--- src/rtl/cp0_irq_ctrl_pkg.sv ---
// ---------------------------------------------------------------------------
// cp0_irq_ctrl_pkg
// Shared definitions for the CP0 interrupt controller: CP0 operation
// encodings, CP0 register addresses, STATUS/CAUSE bit positions and a
// lowest-set-bit helper used for fixed-priority line selection.
// No ports (package).
// ---------------------------------------------------------------------------
package cp0_irq_ctrl_pkg;

    typedef enum logic [1:0] {
        EXE_CP_NONE  = 2'd0,
        EXE_CP_MFC0  = 2'd1,
        EXE_CP_MTC0  = 2'd2,
        EXE_CP0_ERET = 2'd3
    } cp0_oper_e;

    localparam logic [4:0] CP0_STATUS = 5'd0;
    localparam logic [4:0] CP0_CAUSE  = 5'd1;
    localparam logic [4:0] CP0_EPC    = 5'd2;
    localparam logic [4:0] CP0_EHBR   = 5'd3;

    localparam int STATUS_IE      = 0;
    localparam int STATUS_EXL     = 1;
    localparam int STATUS_VEC     = 2;
    localparam int STATUS_IM_LSB  = 8;
    localparam int CAUSE_CODE_LSB = 2;
    localparam int CAUSE_IP_LSB   = 8;

    // Index of the lowest set bit; line 0 has the highest priority.
    // Returns 0 for an all-zero vector (callers gate on a nonzero vector).
    function automatic logic [4:0] lowest_set(input logic [7:0] v);
        logic [4:0] idx;
        idx = 5'd0;
        for (int i = 7; i >= 0; i--) begin
            if (v[i]) idx = 5'(i);
        end
        return idx;
    endfunction

endpackage

--- src/rtl/cp0_irq_ctrl_sync_edge.sv ---
// ---------------------------------------------------------------------------
// irq_sync_edge
// One external interrupt line: SYNC_STAGES-deep synchronizer followed by a
// rising-edge detector.
// Ports:
//   clk     in  main clock, posedge
//   rst     in  synchronous active-high reset
//   irq_i   in  asynchronous interrupt level
//   edge_o  out single-cycle pulse on a synchronized rising edge
// ---------------------------------------------------------------------------
module irq_sync_edge #(
    parameter int SYNC_STAGES = 2
) (
    input  logic clk,
    input  logic rst,
    input  logic irq_i,
    output logic edge_o
);

    logic [SYNC_STAGES-1:0] sync_q;
    logic                   prev_q;

    always_ff @(posedge clk) begin
        if (rst) begin
            sync_q <= '0;
            prev_q <= 1'b0;
        end else begin
            sync_q <= {sync_q[SYNC_STAGES-2:0], irq_i};
            prev_q <= sync_q[SYNC_STAGES-1];
        end
    end

    assign edge_o = sync_q[SYNC_STAGES-1] & ~prev_q;

endmodule

--- src/rtl/cp0_irq_ctrl.sv ---
// ---------------------------------------------------------------------------
// cp0_irq_ctrl
// CP0 interrupt controller for the pipelined MIPS core. Synchronizes
// NUM_IRQ external lines, latches rising edges into sticky pending bits,
// and takes the lowest-numbered pending+unmasked line when globally enabled
// and not already in an exception (EXL). Optional vectored dispatch spaces
// handlers by 2**VEC_SHIFT bytes from EHBR. MFC0 reads are combinational;
// MTC0/ERET commit at the clock edge unless an interrupt is taken in the
// same cycle, in which case the flushed instruction has no effect.
// Ports:
//   clk, rst            clock (posedge), synchronous active-high reset
//   oper                CP0 operation (NONE/MFC0/MTC0/ERET)
//   addr_r, data_r      MFC0 register address and read data
//   addr_w, data_w      MTC0 register address and write data
//   ir_en               pipeline can accept an interrupt this cycle
//   ir_in               asynchronous interrupt lines
//   ret_addr            address saved to EPC on a take
//   jump_en, jump_addr  PC redirect request and target
//   irq_taken           interrupt accepted this cycle (flush)
// ---------------------------------------------------------------------------
module cp0_irq_ctrl
    import cp0_irq_ctrl_pkg::*;
#(
    parameter int NUM_IRQ     = 4,
    parameter int SYNC_STAGES = 2,
    parameter int VEC_SHIFT   = 4
) (
    input  logic               clk,
    input  logic               rst,
    input  logic [1:0]         oper,
    input  logic [4:0]         addr_r,
    output logic [31:0]        data_r,
    input  logic [4:0]         addr_w,
    input  logic [31:0]        data_w,
    input  logic               ir_en,
    input  logic [NUM_IRQ-1:0] ir_in,
    input  logic [31:0]        ret_addr,
    output logic               jump_en,
    output logic [31:0]        jump_addr,
    output logic               irq_taken
);

    logic               ie_q,   ie_d;
    logic               exl_q,  exl_d;
    logic               vec_q,  vec_d;
    logic [NUM_IRQ-1:0] im_q,   im_d;
    logic [NUM_IRQ-1:0] ip_q,   ip_d;
    logic [4:0]         code_q, code_d;
    logic [31:0]        epc_q,  epc_d;
    logic [31:2]        ehbr_q, ehbr_d;

    logic [NUM_IRQ-1:0] edge_w;
    logic [NUM_IRQ-1:0] pend;
    logic [NUM_IRQ-1:0] take_mask;
    logic [4:0]         take_id;
    logic               take;
    logic [31:0]        ehbr_full;
    logic [31:0]        status_rd;
    logic [31:0]        cause_rd;

    for (genvar g = 0; g < NUM_IRQ; g++) begin : g_line
        irq_sync_edge #(
            .SYNC_STAGES(SYNC_STAGES)
        ) u_sync_edge (
            .clk   (clk),
            .rst   (rst),
            .irq_i (ir_in[g]),
            .edge_o(edge_w[g])
        );
    end

    assign pend      = ip_q & im_q;
    assign take      = ~rst & ir_en & ie_q & ~exl_q & (|pend);
    assign take_id   = lowest_set(8'(pend));
    assign take_mask = take ? (NUM_IRQ'(1) << take_id) : '0;
    assign ehbr_full = {ehbr_q, 2'b00};

    always_comb begin
        ie_d   = ie_q;
        exl_d  = exl_q;
        vec_d  = vec_q;
        im_d   = im_q;
        code_d = code_q;
        epc_d  = epc_q;
        ehbr_d = ehbr_q;
        ip_d   = ip_q & ~take_mask;

        if (take) begin
            epc_d  = ret_addr;
            exl_d  = 1'b1;
            code_d = take_id;
        end else if (oper == EXE_CP_MTC0) begin
            case (addr_w)
                CP0_STATUS: begin
                    ie_d  = data_w[STATUS_IE];
                    exl_d = data_w[STATUS_EXL];
                    vec_d = data_w[STATUS_VEC];
                    im_d  = data_w[STATUS_IM_LSB +: NUM_IRQ];
                end
                CP0_CAUSE: ip_d  = ip_d & ~data_w[CAUSE_IP_LSB +: NUM_IRQ];
                CP0_EPC:   epc_d = data_w;
                CP0_EHBR:  ehbr_d = data_w[31:2];
                default:   ;
            endcase
        end else if (oper == EXE_CP0_ERET) begin
            exl_d = 1'b0;
        end

        // Applied last so a new edge beats a same-cycle clear of that bit.
        ip_d = ip_d | edge_w;
    end

    always_ff @(posedge clk) begin
        if (rst) begin
            ie_q   <= 1'b0;
            exl_q  <= 1'b0;
            vec_q  <= 1'b0;
            im_q   <= '0;
            ip_q   <= '0;
            code_q <= 5'd0;
            epc_q  <= 32'd0;
            ehbr_q <= 30'd0;
        end else begin
            ie_q   <= ie_d;
            exl_q  <= exl_d;
            vec_q  <= vec_d;
            im_q   <= im_d;
            ip_q   <= ip_d;
            code_q <= code_d;
            epc_q  <= epc_d;
            ehbr_q <= ehbr_d;
        end
    end

    always_comb begin
        jump_en   = 1'b0;
        jump_addr = 32'd0;
        irq_taken = 1'b0;
        if (take) begin
            jump_en   = 1'b1;
            irq_taken = 1'b1;
            jump_addr = vec_q ? ehbr_full + (32'(take_id) << VEC_SHIFT) : ehbr_full;
        end else if (~rst && oper == EXE_CP0_ERET) begin
            jump_en   = 1'b1;
            jump_addr = epc_q;
        end
    end

    always_comb begin
        status_rd = 32'd0;
        status_rd[STATUS_IE]  = ie_q;
        status_rd[STATUS_EXL] = exl_q;
        status_rd[STATUS_VEC] = vec_q;
        status_rd[STATUS_IM_LSB +: NUM_IRQ] = im_q;

        cause_rd = 32'd0;
        cause_rd[CAUSE_CODE_LSB +: 5]     = code_q;
        cause_rd[CAUSE_IP_LSB +: NUM_IRQ] = ip_q;

        data_r = 32'd0;
        if (oper == EXE_CP_MFC0) begin
            case (addr_r)
                CP0_STATUS: data_r = status_rd;
                CP0_CAUSE:  data_r = cause_rd;
                CP0_EPC:    data_r = epc_q;
                CP0_EHBR:   data_r = ehbr_full;
                default:    data_r = 32'd0;
            endcase
        end
    end

endmodule

--- config.mk ---
export PLATFORM = sky130hd
export DESIGN_NAME = cp0_irq_ctrl
export DESIGN_NICKNAME = d
export VERILOG_FILES = /design/src/rtl/cp0_irq_ctrl_pkg.sv /design/src/rtl/cp0_irq_ctrl_sync_edge.sv /design/src/rtl/cp0_irq_ctrl.sv
export SDC_FILE = /design/constraint.sdc
export NUM_CORES = 1
export LEC_CHECK = 0
export ABC_AREA = 0
export CORE_MARGIN = 5
export CORE_UTILIZATION = 46
export CTS_CLUSTER_SIZE = 20
export DETAILED_ROUTE_END_ITERATION = 6
export PLACE_DENSITY = 0.88
export SLEW_MARGIN = 15
export SYNTH_ARGS = -nofsm -noshare
export SYNTH_HDL_FRONTEND = slang
export SYNTH_SLANG_ARGS = --single-unit
--- constraint.sdc ---
create_clock -name clk -period 4.1 [get_ports clk]
set_input_delay 0.82 -clock clk [delete_from_list [all_inputs] [get_ports clk]]
set_output_delay 0.82 -clock clk [all_outputs]
set_load 0.01 [all_outputs]
[Word level (Yosys, flattened, before mapping)]
Index checks and enable logic that the tools add are counted.
Cells by class
  $add $sub $neg: 1
  equal/unequal tests: 10
  shift operators: 1
  mux-type cells: 23
  bitwise operators: 21
  reductions and logical operators: 11
Operator list (count)
  32-bit 2-to-1 mux: 7
  32-bit case mux with 4 select lines: 1
  32-bit by 9-bit adder with 32-bit output: 1
  5-bit by 2-bit == test with 1-bit output, second input constant: 4
  4-bit 2-to-1 mux: 4
  4-bit bitwise AND: 3
  5-bit by 1-bit == test with 1-bit output, second input constant: 2
  5-bit logical NOT: 2
  5-bit 2-to-1 mux: 2
  1-bit bitwise AND: 8
  4-bit NOT: 2
  1-bit 2-to-1 mux: 7
  1-bit NOT: 7
  3-bit AND reduction: 2
  1-bit by 5-bit << shifter with 4-bit output, first input constant: 1
  2-bit == test, second input constant: 2
  2-bit 2-to-1 mux: 2
  4-bit bitwise OR: 1
  2-bit AND reduction: 2
  2-bit nonzero test: 2
  4-bit OR reduction: 1
  3-bit by 2-bit inequality test with 1-bit output, second input constant: 1
  3-bit nonzero test: 1
  2-bit by 1-bit == test with 1-bit output, second input constant: 1
  1-bit logical AND: 1
Storage, ports and cells
  register bits after elaboration: 90
  input port bits: 83
  output and inout port bits: 66
  logic and storage cells: 83

[Depth between registers and ports, before layout]
Gate-level depths: netlist of run 1.
  word-level depth: 14
  depth in mapped cells: 9
  gate-level depth less buffers: 9

[Cells and area by module]
From an unflattened synthesis of run 1, not the netlist that was laid out.
Unflattened totals
  cell total of the unflattened synthesis: 662
  area total of the unflattened synthesis: 5252.5 um2
By module, submodules not included
  cp0_irq_ctrl: times used 1, cells an instance 634, area an instance 4902.2 um2, sequential area each 1501.4 um2
  irq_sync_edge: times used 4, cells an instance 7, area an instance 87.6 um2, sequential area each 60.1 um2

[Worst setup path after synthesis of run 1]
Ideal clock, no wire load.
  kind: input to output
  from: in addr_r[3]
  to: out data_r[21]
  arrival time: 2.308 ns
  required time: 3.280 ns
  path slack: 0.972 ns
  stages: 6
  buffers on the path: 2
  path through: nor3_1 -> and3b_1 -> buf_2 -> buf_1 -> a22oi_1 -> nor2_1
On the way
  longest elaborated chain between the ends: 3
  elaborated cells on any way between the ends: 6
  those cells by class: 3 x eq/ne; 2 x mux; 1 x reduce/logical
Ends and longest elaborated chain
  start, declared: RTL line cp0_irq_ctrl.sv:31  | input logic [4:0] addr_r,
  5-bit by 2-bit == test with 1-bit output (tied with other cells): RTL line cp0_irq_ctrl.sv:162  | case (addr_r)
  32-bit case mux with 4 select lines (*): RTL line cp0_irq_ctrl.sv:162
  32-bit 2-to-1 mux (*): RTL line cp0_irq_ctrl.sv:161  | if (oper == EXE_CP_MFC0) begin
  end, declared: RTL line cp0_irq_ctrl.sv:32  | output logic [31:0] data_r,
Every way passes the cells marked *; elsewhere a longest branch is shown, timed or not.

[Worst setup path after layout of run 1]
  from: reg im_q[2]
  to: out jump_addr[31]
On the way
  longest elaborated chain between the ends: 7
  elaborated cells on any way between the ends: 9
  those cells by class: 1 x add/sub; 5 x mux; 2 x bitwise; 1 x reduce/logical
Ends and longest elaborated chain
  start, declared: RTL line cp0_irq_ctrl.sv:46  | logic [NUM_IRQ-1:0] im_q, im_d;
  start signal, assigned: RTL line cp0_irq_ctrl.sv:127  | im_q <= im_d;
  4-bit bitwise AND: RTL line cp0_irq_ctrl.sv:72  | assign pend = ip_q & im_q;
  2-bit 2-to-1 mux: RTL line cp0_irq_ctrl_pkg.sv:35  | if (v[i]) idx = 5'(i);
  5-bit 2-to-1 mux (2 in a row): RTL line cp0_irq_ctrl_pkg.sv:35
  net take_id[0]: RTL line cp0_irq_ctrl.sv:55  | logic [4:0] take_id;
  32-bit by 9-bit adder with 32-bit output: RTL line cp0_irq_ctrl.sv:142  | jump_addr = vec_q ? ehbr_full + (32'(take_id) << VEC_SHIFT) : ehbr_full;
  32-bit 2-to-1 mux: RTL line cp0_irq_ctrl.sv:142
  32-bit 2-to-1 mux: RTL line cp0_irq_ctrl.sv:139  | if (take) begin
  end, declared: RTL line cp0_irq_ctrl.sv:39  | output logic [31:0] jump_addr,
The timed path passes the listed nets, and every way through them passes these cells.

==> results of run 1 <==
[cell usage in the layout, fill, tap and decap left out, types with 4 or more instances in the layout]
master           instances
a211oi_1                34
a21oi_1                 39
a22oi_1                 32
a31oi_1                  5
and3_1                   4
buf_4                   22
clkbuf_8                 9
clkdlybuf4s50_1        147
dfxtp_1                 83
dfxtp_2                  4
inv_1                    9
mux2i_1                 47
nand2_1                 89
nand3_1                 41
nand4_1                  6
nor2_1                  75
nor2b_1                 14
nor3_1                  11
nor4_1                   5
nor4_2                   7
o21ai_0                 23
o21ai_1                  7
xnor2_1                 16
xor2_1                   7
[power by group through the flow]
stage | clock network (mW) | registers (mW) | logic [mW]
3_5_place_dp | 0 | 0.881 | 0.153
2_1_floorplan | 0 | 0.879 | 0.0442
6_report | 0.566 | 0.862 | 0.156
3_3_place_gp | 0 | 0.881 | 0.153
5_1_grt | 0.606 | 0.864 | 0.165
4_1_cts | 0.571 | 0.862 | 0.154
[kinds of logic after synthesis]
logic type | share of synthesized area (%)
AOI/OAI and AO/OA | 20.5
xor gates and xnor gates | 3.99
adders and majority gates | 0.496
buffers and inverters | 5.16
DFF | 34.5
muxes | 9.55
and+or+nand+nor | 25.8
[metal layers]
| layer | vias to the layer above | routed length, µm | track usage, % |
|---|---|---|---|
| li1 | 2599 | - | - |
| met1 | 2555 | 7550 | 34.9 |
| met2 | 236 | 8130 | 42.4 |
| met3 | 24 | 1190 | 3.33 |
| met4 | 0 | 280 | 10.0 |
| met5 | - | 0 | 0 |
[worst paths after layout]
| path | start | end | slack [ns] | depth (start not counted) |
|---|---|---|---|---|
| min | g_line[3].u_sync_edge.sync_q[0] | g_line[3].u_sync_edge.sync_q[1] | 0.45 | 1 |
| max reg2reg | ip_q[2] | ehbr_q[25] | 1.73 | 7 |
| min reg2reg | g_line[3].u_sync_edge.sync_q[0] | g_line[3].u_sync_edge.sync_q[1] | 0.45 | 1 |
| max | im_q[2] | jump_addr[31] | 0.16 | 10 |
[Yosys cell counts, drive strengths merged, types with 13 or more instances]
cell	instances
nand2	89
clkbuf	42
nor2b	14
o21ai	33
dfxtp	87
mux2i	47
xnor2	16
a211oi	34
buf	13
a22oi	32
nor2	76
nand3	43
a21oi	40
[flip-flops by register name, indices dropped and copies added, names as in the netlist]
| signal | cells |
|---|---|
| code_q | 2 |
| g_line.u_sync_edge.sync_q | 8 |
| ehbr_q | 30 |
| exl_q | 1 |
| g_line.u_sync_edge.prev_q | 4 |
| ie_q | 1 |
| im_q | 4 |
| epc_q | 32 |
| ip_q | 4 |
| vec_q | 1 |
[through the flow]
| stage | util (%) | setup WS [ns] |
|---|---|---|
| finish | 64.1 | 0.163 |
| global route | 64.1 | -0.00831 |
| CTS | 63.9 | 0.0438 |
| detailed placement | 62.1 | 0.158 |
| global placement | 62.0 | 0.145 |
| floorplan | - | 0.972 |
[timing repair]
item                                    4_1_cts  5_1_grt
pin swaps                                     0        1
setup buffers                                 0        0
gates resized for setup                       2        8
endpoints found under the setup margin        1       12
[layout make-up]
cell class,instances,area [µm²]
Timing Repair Buffer,172,1680
Clock inverter,7,56.3
Sequential cell,87,1750
Tap cell,140,175
Multi-Input combinational cell,504,3100
Clock buffer,9,124
Fill cell,944,3870
Inverter,10,37.5
==> out/results.txt, run 1 <==
status: finished clean
clock skew: 0.0105 ns
setup TNS: 0 ns
count of endpoints failing setup in the final report: 0
ANT cells: 0
clock transition at the registers of the reported paths: 0.10 ns
mapped cell area: 0.00504 mm²
post-synthesis cell type count: 47
placed cell area: 0.00670 mm²
clk root buf: clkbuf_8
critical path arrival: 3.12 ns
# rows: 38
top cell type's share of synthesized area: 34.5%
layout cells sized above 1: 8.49%
fin. max-slew vios: 0
worst-skew pair later-pin latency: 0.37 ns
core box area: 0.0108 mm²
leakage: 2.45 nW
NetSw: 411 µW
Synth area leaders: dfxtp_1 (35%), mux2i_1 (9.3%), nand2_1 (6.6%)
first-pass GRT wire length: 27800 µm
DRC Markers: 0
overall power of the completed layout: 1.58 mW
worst path required time: 3.28 ns
max cap viols: 0
CTS sink cnt: 87
DRT Pass-1 Iters: 5
FFs w/ async S/R, synth: 0%
post-route ant nets: 0
Worst setup EP type: primary output
Final Cell Area: 0.00692 mm²
Pwr per Cell Area: 229 mW/mm²
EDFF count, synth: 0
hold_buf cts: 0
Starting Density: 46.7%
P_int: 1.17 mW
Final period util: 96.0%
die span in y: 115 µm
largest net degree at the start of global routing: 83
register bit count reported by yosys: 87
crit path kind: flip-flop to primary output
worst vdd ir: 0.000155 V
Nets: 869
Crit path largest cell delay: 0.58 ns
vias in the first global route: 5556
starting DRC count in detailed routing: 637
Syn Inst Count: 656
Synth Flop Type: dfxtp_1
number of synthesis warnings: 0
sequential element share of the synthesized area: 34.5%
Reg power frac: 54.4%
Least-Margin Pin Slew: 0.893 ns
DR vias: 5414
htree depth: 3
Clock Power Share: 35.7%
Slew HR: 40.4%
worst-path maximum fanout: 6
gr usage total: 26.0%
routability cong.: 0.838
initial antenna violation count: 0
CP bufs+invs: 2
CTS Buffer Depth: 2
Net Count, Synth: 741
Inst Count DP: 913
GRT overflow: 0
Port-buffer cells: 148
Syn-to-layout area delta: 37.3%
TritonCTS clock tree: yes
combinational share of power: 9.9%
Tmin final: 3.94 ns
die area: 0.0132 mm²
die width: 115 µm
IO Pins: 149
crit path launch type: flip-flop
CP top delay family: buffers and inverters
Synth area leader: dfxtp_1
total CTS buffers: 9
RSZ-0062 raised after global routing: yes
Layout Cells excl Fill: 929
syn_area_per_cell: 7.69 µm²
Achievable Freq: 254 MHz
Vias/cell: 5.83
hold_ws: 0.449 ns
crit-path cells: nand2_1, a32oi_1, a21oi_1, ha_1, buf_4, a31o_1, nand3_2, or4_1, a31oi_1, clkdlybuf4s50_1
slowest CP cell: clkdlybuf4s50_1
Hold WC Path Type: flip-flop to flip-flop
Sw Share: 26.0%
routed wire length: 17100 µm
hpwl dp: 12100 µm
Fin. Hold Viols: 0
drt wl/cell: 18.5 µm
No activity file was read; power rests on OpenSTA's default activity.
==> run 2: changes to the inputs <==
Settings changed: PLACE_DENSITY 0.88 to 0.78.
==> run 2 against run 1 <==
Net effect: critical path depth down 2; worst setup slack lost 0.046 ns; maximum frequency is 1.1% lower; non-clock buffer count increased by 1; global-route usage shrank 1.3 points; first-iteration DRC count shrank 47%; hold slack worse by 0.013 ns; largest power group unchanged.
==> out/results.txt, run 2 (synthesis results as in run 1) <==
first-pass GRT wire length: 26300 µm
max cap viols: 0
Achievable Freq: 251 MHz
setup TNS: 0 ns
worst path required time: 3.28 ns
CTS Buffer Depth: 2
critical path arrival: 3.16 ns
routability cong.: 0.851
crit path launch type: primary input
gr usage total: 24.6%
DRC Markers: 0
hold_ws: 0.436 ns
hold_buf cts: 0
worst-skew pair later-pin latency: 0.37 ns
Worst R2R End: ip_q[2]
Largest regs: epc_q (32), ehbr_q (30), g_line.u_sync_edge.sync_q (8)
fin. max-slew vios: 0
Fill cells: 945
# rows: 38
Setup Buffers After CTS: 0
Pwr per Cell Area: 237 mW/mm²
Nets: 870
largest net degree at the start of global routing: 86
Fin. Hold Viols: 0
Reg2Reg Setup Slack: 1.59 ns
most common cell after layout, fill and taps aside: clkdlybuf4s50_1
worst-path maximum fanout: 17
Final period util: 97.1%
R2R Path Start: ip_q[2]
htree depth: 3
clk root buf: clkbuf_8
core box area: 0.0108 mm²
hold-critical path depth: 1
worst vdd ir: 0.000167 V
final core utilization: 64.3%
TritonCTS clock tree: yes
count of endpoints failing setup in the final report: 0
Hold WC Path Type: flip-flop to flip-flop
RSZ-0062 raised after global routing: no
drt wl/cell: 17.6 µm
DRT Pass-1 Iters: 5
layout cells sized above 1: 8.35%
vias in the first global route: 5385
starting DRC count in detailed routing: 340
die width: 115 µm
Least-Margin Pin Slew: 0.907 ns
Starting Density: 46.7%
cells on worst reg2reg path: 7
Port-buffer cells: 148
IO Pins: 149
clock skew: 0.00661 ns
ANT cells: 0
CTS sink cnt: 87
leakage: 2.45 nW
Syn-to-layout area delta: 37.6%
initial antenna violation count: 0
die span in y: 115 µm
routed wire length: 16400 µm
die area: 0.0132 mm²
Layout Cells excl Fill: 930
post-route ant nets: 0
Largest register FFs: 32
Top reg by flops: epc_q
Inst Count DP: 914
clock transition at the registers of the reported paths: 0.09 ns
crit path kind: primary input to primary output
beginning of the worst hold path: g_line[2].u_sync_edge.sync_q[0]
status: finished clean
Vias/cell: 5.88
most frequent cells in the layout: clkdlybuf4s50_1 (147), nand2_1 (89), dfxtp_1 (86)
hpwl dp: 11600 µm
Tmin final: 3.98 ns
Slew HR: 39.6%
total CTS buffers: 9
DR vias: 5465
Worst setup EP type: primary output
WHS Endpoint: g_line[2].u_sync_edge.sync_q[1]
Post-CTS Resized: 2
GRT overflow: 0
==> run 2: changes by cell type in the layout (fill, tap and decap cells not counted), sizes merged <==
cell      previous run  this run
inv                 12        10
bufinv               0         1
clkinvlp             0         1
clkbuf               9        11
clkinv               5         3
buf                 25        26
==> run 2: how the worst max path moves through the flow <==
stage / cells past startpoint / slack (ns) / end / start
after CTS: 10 / 0.03 / jump_addr[14] / ip_q[2]
after detailed placement: 8 / 0.15 / jump_addr[27] / ir_en
after global placement: 8 / 0.15 / jump_addr[27] / ir_en
final: 8 / 0.12 / jump_addr[27] / ir_en
after floorplan: 6 / 0.97 / data_r[21] / addr_r[3]
after global routing: 9 / 0.002 / jump_addr[31] / ip_q[3]
==> run 2: power by group <==
| group | switching [mW] | leakage [nW] | internal, mW |
|---|---|---|---|
| Combinational | 0.0635 | 1.64 | 0.0896 |
| Clock | 0.318 | 0.105 | 0.314 |
| Sequential | 0.00737 | 0.704 | 0.854 |
==> run 2: layer usage <==
metal | up-vias | routed length [µm] | track usage [%]
met3 | 36 | 1150 | 3.70
met2 | 234 | 7980 | 41.9
li1 | 2606 | - | -
met4 | 0 | 374 | 9.55
met5 | - | 0 | 0
met1 | 2589 | 6890 | 31.3
==> run 2: worst max-delay path, stage by stage <==
cell	delay, ns
clkdlybuf4s50_1	0.45
nor4bb_1	0.31
buf_4	0.23
o21ai_4	0.16
inv_2	0.19
a21oi_1	0.06
a211oi_1	0.32
clkdlybuf4s50_1	0.61
==> run 2: cell type report <==
class	instances	area, µm²	share of cell area (%)
Timing Repair Buffer	173	1680	24.2
Clock inverter	5	56.3	0.811
Clock buffer	11	151	2.18
Sequential cell	87	1740	25.1
Multi-Input combinational cell	504	3100	44.6
Inverter	10	37.5	0.541
Tap cell	140	175	2.52
==> run 2: metrics by stage <==
stage / power, mW / worst slack, ns / cell area [µm²]
after floorplan: 0.923 / 0.972 / 5040
after global placement: 1.03 / 0.150 / 6690
after detailed placement: 1.03 / 0.153 / 6700
after CTS: 1.65 / 0.0339 / 6910
after global routing: 1.71 / 0.00205 / 6940
final: 1.65 / 0.117 / 6940
